--- config.mk ---
export PLATFORM = sky130hd
export DESIGN_NAME = branch_resolver_flat
export DESIGN_NICKNAME = d
export VERILOG_FILES = /design/src/rtl/branch_resolver_if.sv /design/src/rtl/branch_resolver.sv /design/src/flat_wrapper.sv
export SDC_FILE = /design/constraint.sdc
export NUM_CORES = 1
export LEC_CHECK = 0
export ABC_AREA = 1
export BUFFER_PORTS_ARGS = -buffer_cell sky130_fd_sc_hd__buf_2
export CAP_MARGIN = 20
export CORE_UTILIZATION = 35
export CTS_BUF_LIST = sky130_fd_sc_hd__clkbuf_4
export DETAILED_ROUTE_END_ITERATION = 6
export HOLD_SLACK_MARGIN = 0.06
export PLACE_DENSITY = 0.57
export SYNTH_ARGS = -nofsm -noshare
export SYNTH_HDL_FRONTEND = slang
export SYNTH_SLANG_ARGS = --single-unit
--- constraint.sdc ---
create_clock -name i_Clock -period 2.58 [get_ports i_Clock]
set_input_delay 0.516 -clock i_Clock [delete_from_list [all_inputs] [get_ports i_Clock]]
set_output_delay 0.516 -clock i_Clock [all_outputs]
set_load 0.05 [all_outputs]
--- src/rtl/branch_resolver_if.sv ---
// Branch resolver handshake/data bundle.
//   slave  : execute-stage branch resolver (consumes i_*, drives o_*)
//   master : producer/consumer side (drives i_*, observes o_*)
// Groups the input entry (flags, opcode, PC, offset, prediction) and its
// valid/ready pair. It also groups the resolved output entry, its valid/ready
// pair, the flush request and the statistics counters.
interface branch_resolver_if #(
  parameter int WIDTH       = 32,
  parameter int COUNT_WIDTH = 16
);
  logic                   i_Flush;
  logic                   i_Valid;
  logic                   o_Ready;
  logic                   i_IsBranch;
  logic                   i_IsJump;
  logic [2:0]             i_BranchOp;
  logic                   i_EQ;
  logic                   i_GT;
  logic                   i_LT;
  logic [WIDTH-1:0]       i_PC;
  logic [WIDTH-1:0]       i_Offset;
  logic                   i_PredTaken;
  logic [WIDTH-1:0]       i_PredTarget;
  logic                   o_Valid;
  logic                   i_Ready;
  logic                   o_Taken;
  logic [WIDTH-1:0]       o_Target;
  logic [WIDTH-1:0]       o_RedirectPC;
  logic                   o_Mispredict;
  logic                   o_Misaligned;
  logic                   o_Illegal;
  logic [COUNT_WIDTH-1:0] o_BranchCount;
  logic [COUNT_WIDTH-1:0] o_MispredictCount;

  modport slave (
    input  i_Flush, i_Valid, i_IsBranch, i_IsJump, i_BranchOp, i_EQ, i_GT, i_LT,
           i_PC, i_Offset, i_PredTaken, i_PredTarget, i_Ready,
    output o_Ready, o_Valid, o_Taken, o_Target, o_RedirectPC, o_Mispredict,
           o_Misaligned, o_Illegal, o_BranchCount, o_MispredictCount
  );

  modport master (
    output i_Flush, i_Valid, i_IsBranch, i_IsJump, i_BranchOp, i_EQ, i_GT, i_LT,
           i_PC, i_Offset, i_PredTaken, i_PredTarget, i_Ready,
    input  o_Ready, o_Valid, o_Taken, o_Target, o_RedirectPC, o_Mispredict,
           o_Misaligned, o_Illegal, o_BranchCount, o_MispredictCount
  );
endinterface

--- src/rtl/branch_resolver.sv ---
// Execute-stage branch resolver.
// Combines comparer flags with the branch funct3 to resolve direction, computes
// the PC-relative target, checks the decode-stage prediction and flags a
// redirect on mispredict. One registered stage with valid/ready on both sides,
// flush, and saturating branch/mispredict statistics counters.
// Ports:
//   i_Clock  : clock, all state on rising edge
//   i_Reset  : synchronous active-high reset
//   bus      : branch_resolver_if.slave (entry in, result out, flush, counters)
module branch_resolver #(
  parameter int WIDTH       = 32,
  parameter int COUNT_WIDTH = 16,
  parameter bit COMPRESSED  = 1'b0
) (
  input  logic            i_Clock,
  input  logic            i_Reset,
  branch_resolver_if.slave bus
);

  localparam logic [2:0] OP_BEQ  = 3'b000;
  localparam logic [2:0] OP_BNE  = 3'b001;
  localparam logic [2:0] OP_BLT  = 3'b100;
  localparam logic [2:0] OP_BGE  = 3'b101;
  localparam logic [2:0] OP_BLTU = 3'b110;
  localparam logic [2:0] OP_BGEU = 3'b111;

  logic                   valid_q, valid_d;
  logic                   taken_q, taken_d;
  logic [WIDTH-1:0]       target_q, target_d;
  logic [WIDTH-1:0]       redirect_q, redirect_d;
  logic                   mispred_q, mispred_d;
  logic                   misaligned_q, misaligned_d;
  logic                   illegal_q, illegal_d;
  logic                   counted_q, counted_d;
  logic [COUNT_WIDTH-1:0] bcount_q, bcount_d;
  logic [COUNT_WIDTH-1:0] mcount_q, mcount_d;

  logic             ready_c;
  logic             capture_c;
  logic             handshake_c;
  logic             illegal_c;
  logic             counted_c;
  logic             taken_c;
  logic [WIDTH-1:0] target_c;
  logic [WIDTH-1:0] seq_pc_c;

  // GT is not needed: GE is derived as !LT, which already covers EQ.
  logic unused_gt;
  assign unused_gt = bus.i_GT;

  assign ready_c     = !valid_q || bus.i_Ready;
  assign capture_c   = bus.i_Valid && ready_c && !bus.i_Flush;
  assign handshake_c = valid_q && bus.i_Ready;

  assign target_c = bus.i_PC + bus.i_Offset;
  assign seq_pc_c = bus.i_PC + WIDTH'(4);

  assign illegal_c = bus.i_IsBranch && (bus.i_BranchOp[2:1] == 2'b01);
  assign counted_c = (bus.i_IsBranch && !illegal_c) || bus.i_IsJump;

  always_comb begin
    taken_c = 1'b0;
    if (illegal_c) begin
      taken_c = 1'b0;
    end else if (bus.i_IsJump) begin
      taken_c = 1'b1;
    end else if (bus.i_IsBranch) begin
      case (bus.i_BranchOp)
        OP_BEQ:           taken_c = bus.i_EQ;
        OP_BNE:           taken_c = !bus.i_EQ;
        OP_BLT, OP_BLTU:  taken_c = bus.i_LT;
        OP_BGE, OP_BGEU:  taken_c = !bus.i_LT;
        default:          taken_c = 1'b0;
      endcase
    end
  end

  always_comb begin
    valid_d      = valid_q;
    taken_d      = taken_q;
    target_d     = target_q;
    redirect_d   = redirect_q;
    mispred_d    = mispred_q;
    misaligned_d = misaligned_q;
    illegal_d    = illegal_q;
    counted_d    = counted_q;
    bcount_d     = bcount_q;
    mcount_d     = mcount_q;

    // Flush wins over both capture and retirement of the held entry.
    if (bus.i_Flush) begin
      valid_d = 1'b0;
    end else begin
      if (handshake_c && counted_q) begin
        if (bcount_q != '1) bcount_d = bcount_q + COUNT_WIDTH'(1);
        if (mispred_q && (mcount_q != '1)) mcount_d = mcount_q + COUNT_WIDTH'(1);
      end
      if (capture_c) begin
        valid_d      = 1'b1;
        taken_d      = taken_c;
        target_d     = target_c;
        redirect_d   = taken_c ? target_c : seq_pc_c;
        mispred_d    = counted_c &&
                       ((taken_c != bus.i_PredTaken) ||
                        (taken_c && (bus.i_PredTarget != target_c)));
        misaligned_d = taken_c && (target_c[0] || (!COMPRESSED && target_c[1]));
        illegal_d    = illegal_c;
        counted_d    = counted_c;
      end else if (handshake_c) begin
        valid_d = 1'b0;
      end
    end
  end

  always_ff @(posedge i_Clock) begin
    if (i_Reset) begin
      valid_q      <= 1'b0;
      taken_q      <= 1'b0;
      target_q     <= '0;
      redirect_q   <= '0;
      mispred_q    <= 1'b0;
      misaligned_q <= 1'b0;
      illegal_q    <= 1'b0;
      counted_q    <= 1'b0;
      bcount_q     <= '0;
      mcount_q     <= '0;
    end else begin
      valid_q      <= valid_d;
      taken_q      <= taken_d;
      target_q     <= target_d;
      redirect_q   <= redirect_d;
      mispred_q    <= mispred_d;
      misaligned_q <= misaligned_d;
      illegal_q    <= illegal_d;
      counted_q    <= counted_d;
      bcount_q     <= bcount_d;
      mcount_q     <= mcount_d;
    end
  end

  assign bus.o_Ready           = ready_c;
  assign bus.o_Valid           = valid_q;
  assign bus.o_Taken           = taken_q;
  assign bus.o_Target          = target_q;
  assign bus.o_RedirectPC      = redirect_q;
  assign bus.o_Mispredict      = mispred_q;
  assign bus.o_Misaligned      = misaligned_q;
  assign bus.o_Illegal         = illegal_q;
  assign bus.o_BranchCount     = bcount_q;
  assign bus.o_MispredictCount = mcount_q;

endmodule

--- src/flat_wrapper.sv ---
// flat-port wrapper written by rule: the top's interface ports become plain ports
module branch_resolver_flat 
#(
  parameter int WIDTH       = 32,
  parameter int COUNT_WIDTH = 16,
  parameter bit COMPRESSED  = 1'b0
)
  (i_Clock, i_Reset, bus_i_Flush, bus_i_Valid, bus_i_IsBranch, bus_i_IsJump, bus_i_BranchOp, bus_i_EQ, bus_i_GT, bus_i_LT, bus_i_PC, bus_i_Offset, bus_i_PredTaken, bus_i_PredTarget, bus_i_Ready, bus_o_Ready, bus_o_Valid, bus_o_Taken, bus_o_Target, bus_o_RedirectPC, bus_o_Mispredict, bus_o_Misaligned, bus_o_Illegal, bus_o_BranchCount, bus_o_MispredictCount);
  branch_resolver_if #(.WIDTH(WIDTH), .COUNT_WIDTH(COUNT_WIDTH)) bus_i ();
  input  logic i_Clock;
  input  logic i_Reset;
  input wire logic [$bits(bus_i.i_Flush)-1:0] bus_i_Flush;
  input wire logic [$bits(bus_i.i_Valid)-1:0] bus_i_Valid;
  input wire logic [$bits(bus_i.i_IsBranch)-1:0] bus_i_IsBranch;
  input wire logic [$bits(bus_i.i_IsJump)-1:0] bus_i_IsJump;
  input wire logic [$bits(bus_i.i_BranchOp)-1:0] bus_i_BranchOp;
  input wire logic [$bits(bus_i.i_EQ)-1:0] bus_i_EQ;
  input wire logic [$bits(bus_i.i_GT)-1:0] bus_i_GT;
  input wire logic [$bits(bus_i.i_LT)-1:0] bus_i_LT;
  input wire logic [$bits(bus_i.i_PC)-1:0] bus_i_PC;
  input wire logic [$bits(bus_i.i_Offset)-1:0] bus_i_Offset;
  input wire logic [$bits(bus_i.i_PredTaken)-1:0] bus_i_PredTaken;
  input wire logic [$bits(bus_i.i_PredTarget)-1:0] bus_i_PredTarget;
  input wire logic [$bits(bus_i.i_Ready)-1:0] bus_i_Ready;
  output wire logic [$bits(bus_i.o_Ready)-1:0] bus_o_Ready;
  output wire logic [$bits(bus_i.o_Valid)-1:0] bus_o_Valid;
  output wire logic [$bits(bus_i.o_Taken)-1:0] bus_o_Taken;
  output wire logic [$bits(bus_i.o_Target)-1:0] bus_o_Target;
  output wire logic [$bits(bus_i.o_RedirectPC)-1:0] bus_o_RedirectPC;
  output wire logic [$bits(bus_i.o_Mispredict)-1:0] bus_o_Mispredict;
  output wire logic [$bits(bus_i.o_Misaligned)-1:0] bus_o_Misaligned;
  output wire logic [$bits(bus_i.o_Illegal)-1:0] bus_o_Illegal;
  output wire logic [$bits(bus_i.o_BranchCount)-1:0] bus_o_BranchCount;
  output wire logic [$bits(bus_i.o_MispredictCount)-1:0] bus_o_MispredictCount;
  assign bus_i.i_Flush = bus_i_Flush;
  assign bus_i.i_Valid = bus_i_Valid;
  assign bus_i.i_IsBranch = bus_i_IsBranch;
  assign bus_i.i_IsJump = bus_i_IsJump;
  assign bus_i.i_BranchOp = bus_i_BranchOp;
  assign bus_i.i_EQ = bus_i_EQ;
  assign bus_i.i_GT = bus_i_GT;
  assign bus_i.i_LT = bus_i_LT;
  assign bus_i.i_PC = bus_i_PC;
  assign bus_i.i_Offset = bus_i_Offset;
  assign bus_i.i_PredTaken = bus_i_PredTaken;
  assign bus_i.i_PredTarget = bus_i_PredTarget;
  assign bus_i.i_Ready = bus_i_Ready;
  assign bus_o_Ready = bus_i.o_Ready;
  assign bus_o_Valid = bus_i.o_Valid;
  assign bus_o_Taken = bus_i.o_Taken;
  assign bus_o_Target = bus_i.o_Target;
  assign bus_o_RedirectPC = bus_i.o_RedirectPC;
  assign bus_o_Mispredict = bus_i.o_Mispredict;
  assign bus_o_Misaligned = bus_i.o_Misaligned;
  assign bus_o_Illegal = bus_i.o_Illegal;
  assign bus_o_BranchCount = bus_i.o_BranchCount;
  assign bus_o_MispredictCount = bus_i.o_MispredictCount;
  branch_resolver #(.WIDTH(WIDTH), .COUNT_WIDTH(COUNT_WIDTH), .COMPRESSED(COMPRESSED)) u_core (.i_Clock(i_Clock), .i_Reset(i_Reset), .bus(bus_i));
endmodule
==> flow_metrics.env <==
export IMPL_drc_errors=0
export IMPL_p_clk_share_pct=16.5
export IMPL_p_switching_w=0.001811
export IMPL_slowest_delay_ns=0.38
export IMPL_synth_commonest_cells="nand2_1 (405), inv_1 (247), nor2_1 (136), dfxtp_1 (102), nand3_1 (87)"
export IMPL_clock_skew_final_ns=0.01458
export IMPL_yosysTopAreaCell="dfxtp_1"
export IMPL_io_pins=212
export IMPL_gr_usage_met1_pct=31.96
export IMPL_slew_headroom_pct=60.27
export IMPL_clock_sinks=102
export IMPL_initial_core_util_pct=35.86
export IMPL_numCtsBuffers=9
export IMPL_intPower_w=0.002593
export IMPL_grt_overflow_total=0
export IMPL_dp_final_hpwl_um=23510
export IMPL_busiest_layer="met2"
export IMPL_grt_max_degree=60
export IMPL_critPathBufInv=1
export IMPL_cp_start_kind="input port"
export IMPL_leakagePower_nw=6.057
export IMPL_ys_flop_type="dfxtp_1"
export IMPL_p_per_area_nw_per_um2=412.8
export IMPL_num_vias=9298
export IMPL_drive_gt1_share_pct=25.63
export IMPL_fillers=2506
export IMPL_antenna_found_initial=1
export IMPL_fmax_mhz=428.2
export IMPL_syn_nets=1510
export IMPL_synthArstFlopShare_pct=0
export IMPL_crit_path_max_fanout=3
export IMPL_grtUsageMet2_pct=39.82
export IMPL_dp_cells=1978
export IMPL_yosysTopAreaCellShare_pct=25.08
export IMPL_area_growth_pct=31.01
export IMPL_grt_use_total_pct=23.41
export IMPL_grt_pass1_wl_um=43820
export IMPL_worst_slew_pin_slew_ns=0.5960
export IMPL_critPathTopFamily="simple AND/OR/NAND/NOR gates"
export IMPL_drv_cap=0
export IMPL_syn_area_per_cell_um2=5.965
export IMPL_synth_most_common_cell="nand2_1"
export IMPL_r2r_start="u_core.bus.o_MispredictCount[1]$_SDFFE_PP0P_"
export IMPL_ys_seq_elements=102
export IMPL_crit_type="input port to register"
export IMPL_ys_types=49
export IMPL_die_h_um=154.5
export IMPL_dpl_cell_area_um2=10550
export IMPL_hold_viol_final=0
export IMPL_viasPerCell=4.661
export IMPL_arrival_ns=2.66
export IMPL_hold_path_class="input port to register"
export IMPL_wl_per_cell_um=13.94
export IMPL_synthTopCellsByArea="dfxtp_1 (25%), nand2_1 (19%), inv_1 (11%)"
export IMPL_post_route_period_util_pct=90.52
export IMPL_fin_area_um2=10670
export IMPL_gp_congestion=0.9143
export IMPL_tns_ns=0
export IMPL_synth_cells=1365
export IMPL_cts_buffer_depth=2
export IMPL_clk_insertion_delay_late_ns=0.44
export IMPL_finalCriticalPeriod_ns=2.335
export IMPL_cp_common_cell="nand2_1"
export IMPL_setup_viol=0
export IMPL_grt_setup_unrepaired="false"
export IMPL_use_met3_pct=2.101
export IMPL_crit_required_ns=2.90
export IMPL_ctsHtreeMaxLevel=3
export IMPL_pwr_share_seq_pct=38.8
export IMPL_worst_setup_path_end_kind="register"
export IMPL_core_um2=22710
export IMPL_layoutNonFillerInstCount=1995
export IMPL_nNetsFinal=1849
export IMPL_path_cells="buf_2 -> ha_1 -> fa_2 -> nand2_1 -> nand2_1 -> nand3_1 -> nand2_1 -> nand2_1 -> nand2_2 -> nand2_1 -> nand2_1 -> nand2_1 -> nand2_1 -> nand2_1 -> nand2_1 -> nor2_1 -> nand2_1 -> nor2_1 -> nand3_1 -> nand2_1 -> a21oi_2"
export IMPL_min_from="bus_i_Flush"
export IMPL_yosys_warnings=0
export IMPL_critPathLaunch="bus_i_Offset[0]"
export IMPL_switching_share_pct=41.13
export IMPL_port_buffers=210
export IMPL_firstDrtPassIters=5
export IMPL_postCtsHoldBufs=0
export IMPL_synth_edf_count=0
export IMPL_hold_slack_ns=0.2937
export IMPL_grt_pass1_vias=8560
export IMPL_placementRows=55
export IMPL_seq_area_frac_synth_pct=25.08
export IMPL_status="complete, no violations"
export IMPL_cts_tree="built"
export IMPL_ir_drop_mv=0.1895
export IMPL_slowest_stage="fa_2"
export IMPL_die_x_um=154.5
export IMPL_comb_power_share_pct=44.7
export IMPL_r2r_slack_ns=0.30
export IMPL_ant_nets=0
export IMPL_synth_cell_area_um2=8143
export IMPL_routed_wl_um=27820
export IMPL_detail_route_iter0_violations=613
export IMPL_clockRootBuffer="clkbuf_4"
export IMPL_clk_pin_slew_ns=0.15
export IMPL_dieArea_um2=23880
export IMPL_drv_slew=0
## layout by cell type (no fill, tap or decap), types with 5 or more instances in the layout
cell type,synthesis,routed
a211oi_1,5,5
a21oi_1,59,59
a31oi_1,7,7
buf_2,2,210
buf_4,0,142
clkbuf_4,0,9
dfxtp_1,102,102
ha_1,34,34
inv_1,247,247
inv_2,10,10
nand2_1,405,404
nand2_2,20,21
nand3_1,87,86
nand3_2,9,10
nand3b_1,7,7
nand4_1,16,16
nor2_1,136,136
nor2_2,10,10
nor3_1,23,23
o211ai_1,23,23
o21ai_0,55,55
xnor2_1,14,14
xor2_1,22,22
## power by group through the flow
| stage | Clock [W] | Combinational [W] | Sequential [W] |
|---|---|---|---|
| floorplan | 0 | 0.000874 | 0.00201 |
| global placement | 0 | 0.00195 | 0.00174 |
| detailed placement | 0 | 0.00196 | 0.00174 |
| CTS | 0.000754 | 0.00197 | 0.00171 |
| global route | 0.000830 | 0.00217 | 0.00172 |
| finish | 0.000726 | 0.00197 | 0.00171 |
## layer usage
layer,routed length (um),vias to the layer above
li1,-,4970
met1,13340,4078
met5,0,-
met3,1451,19
met4,297,0
met2,12720,231
## stage by stage
| stage | setup WS, ns | util [%] | total power (W) |
|---|---|---|---|
| 6_report | 0.2446 | 46.98 | 0.004404 |
| 5_1_grt | 0.03032 | 46.98 | 0.004722 |
| 4_1_cts | 0.1437 | 46.92 | 0.004434 |
| 3_5_place_dp | -0.3518 | 46.44 | 0.003708 |
| 3_3_place_gp | -0.3408 | 46.44 | 0.003695 |
| 2_1_floorplan | 0.1024 | - | 0.002880 |
## what timing repair did
action | CTS | global route
buffers inserted | 0 | 0
endpoints found under the setup margin | 0 | 1
resized for setup | 0 | 3
## cells by family (layout without fill, tap and decap cells)
| kind of cell | after synthesis | count (layout) | synth area share, % |
|---|---|---|---|
| AND/OR/NAND/NOR | 739 | 739 | 40.03 |
| buffers and inverters | 283 | 627 | 13.08 |
| AO/OA/AOI/OAI | 168 | 168 | 11.99 |
| flip-flops | 102 | 102 | 25.08 |
| XOR/XNOR | 38 | 38 | 4.364 |
| adder cells (fa/ha/maj) | 35 | 35 | 5.470 |
| other | 0 | 1 | 0 |
## area by class of cell
class | instances | area, um2 | area share [%]
well taps | 285 | 356.6 | 3.343
flip-flops and latches | 102 | 2042 | 19.14
multi-input cells | 980 | 5052 | 47.36
clock inverters | 7 | 41.29 | 0.3871
clock buffers | 9 | 67.56 | 0.6334
diodes | 1 | 2.502 | 0.02346
inverters | 258 | 968.4 | 9.078
repair buffers | 353 | 2137 | 20.03
## final timing paths
| check | endpoint | depth (start not counted) |
|---|---|---|
| max reg2reg | u_core.bus.o_MispredictCount[15]$_SDFFE_PP0P_ | 13 |
| min | u_core.bus.o_Valid$_SDFFE_PP0P_ | 2 |
| max | u_core.bus.o_Mispredict$_SDFFE_PP0P_ | 21 |
| min reg2reg | u_core.bus.o_BranchCount[8]$_SDFFE_PP0P_ | 2 |
## state kept, by name, summed over array words and instances, names as in the netlist, 16 cells and up
register                      cells
u_core.bus.o_RedirectPC          32
u_core.bus.o_Target              32
u_core.bus.o_BranchCount         16
u_core.bus.o_MispredictCount     16
Power figures use the tool's default switching activity.
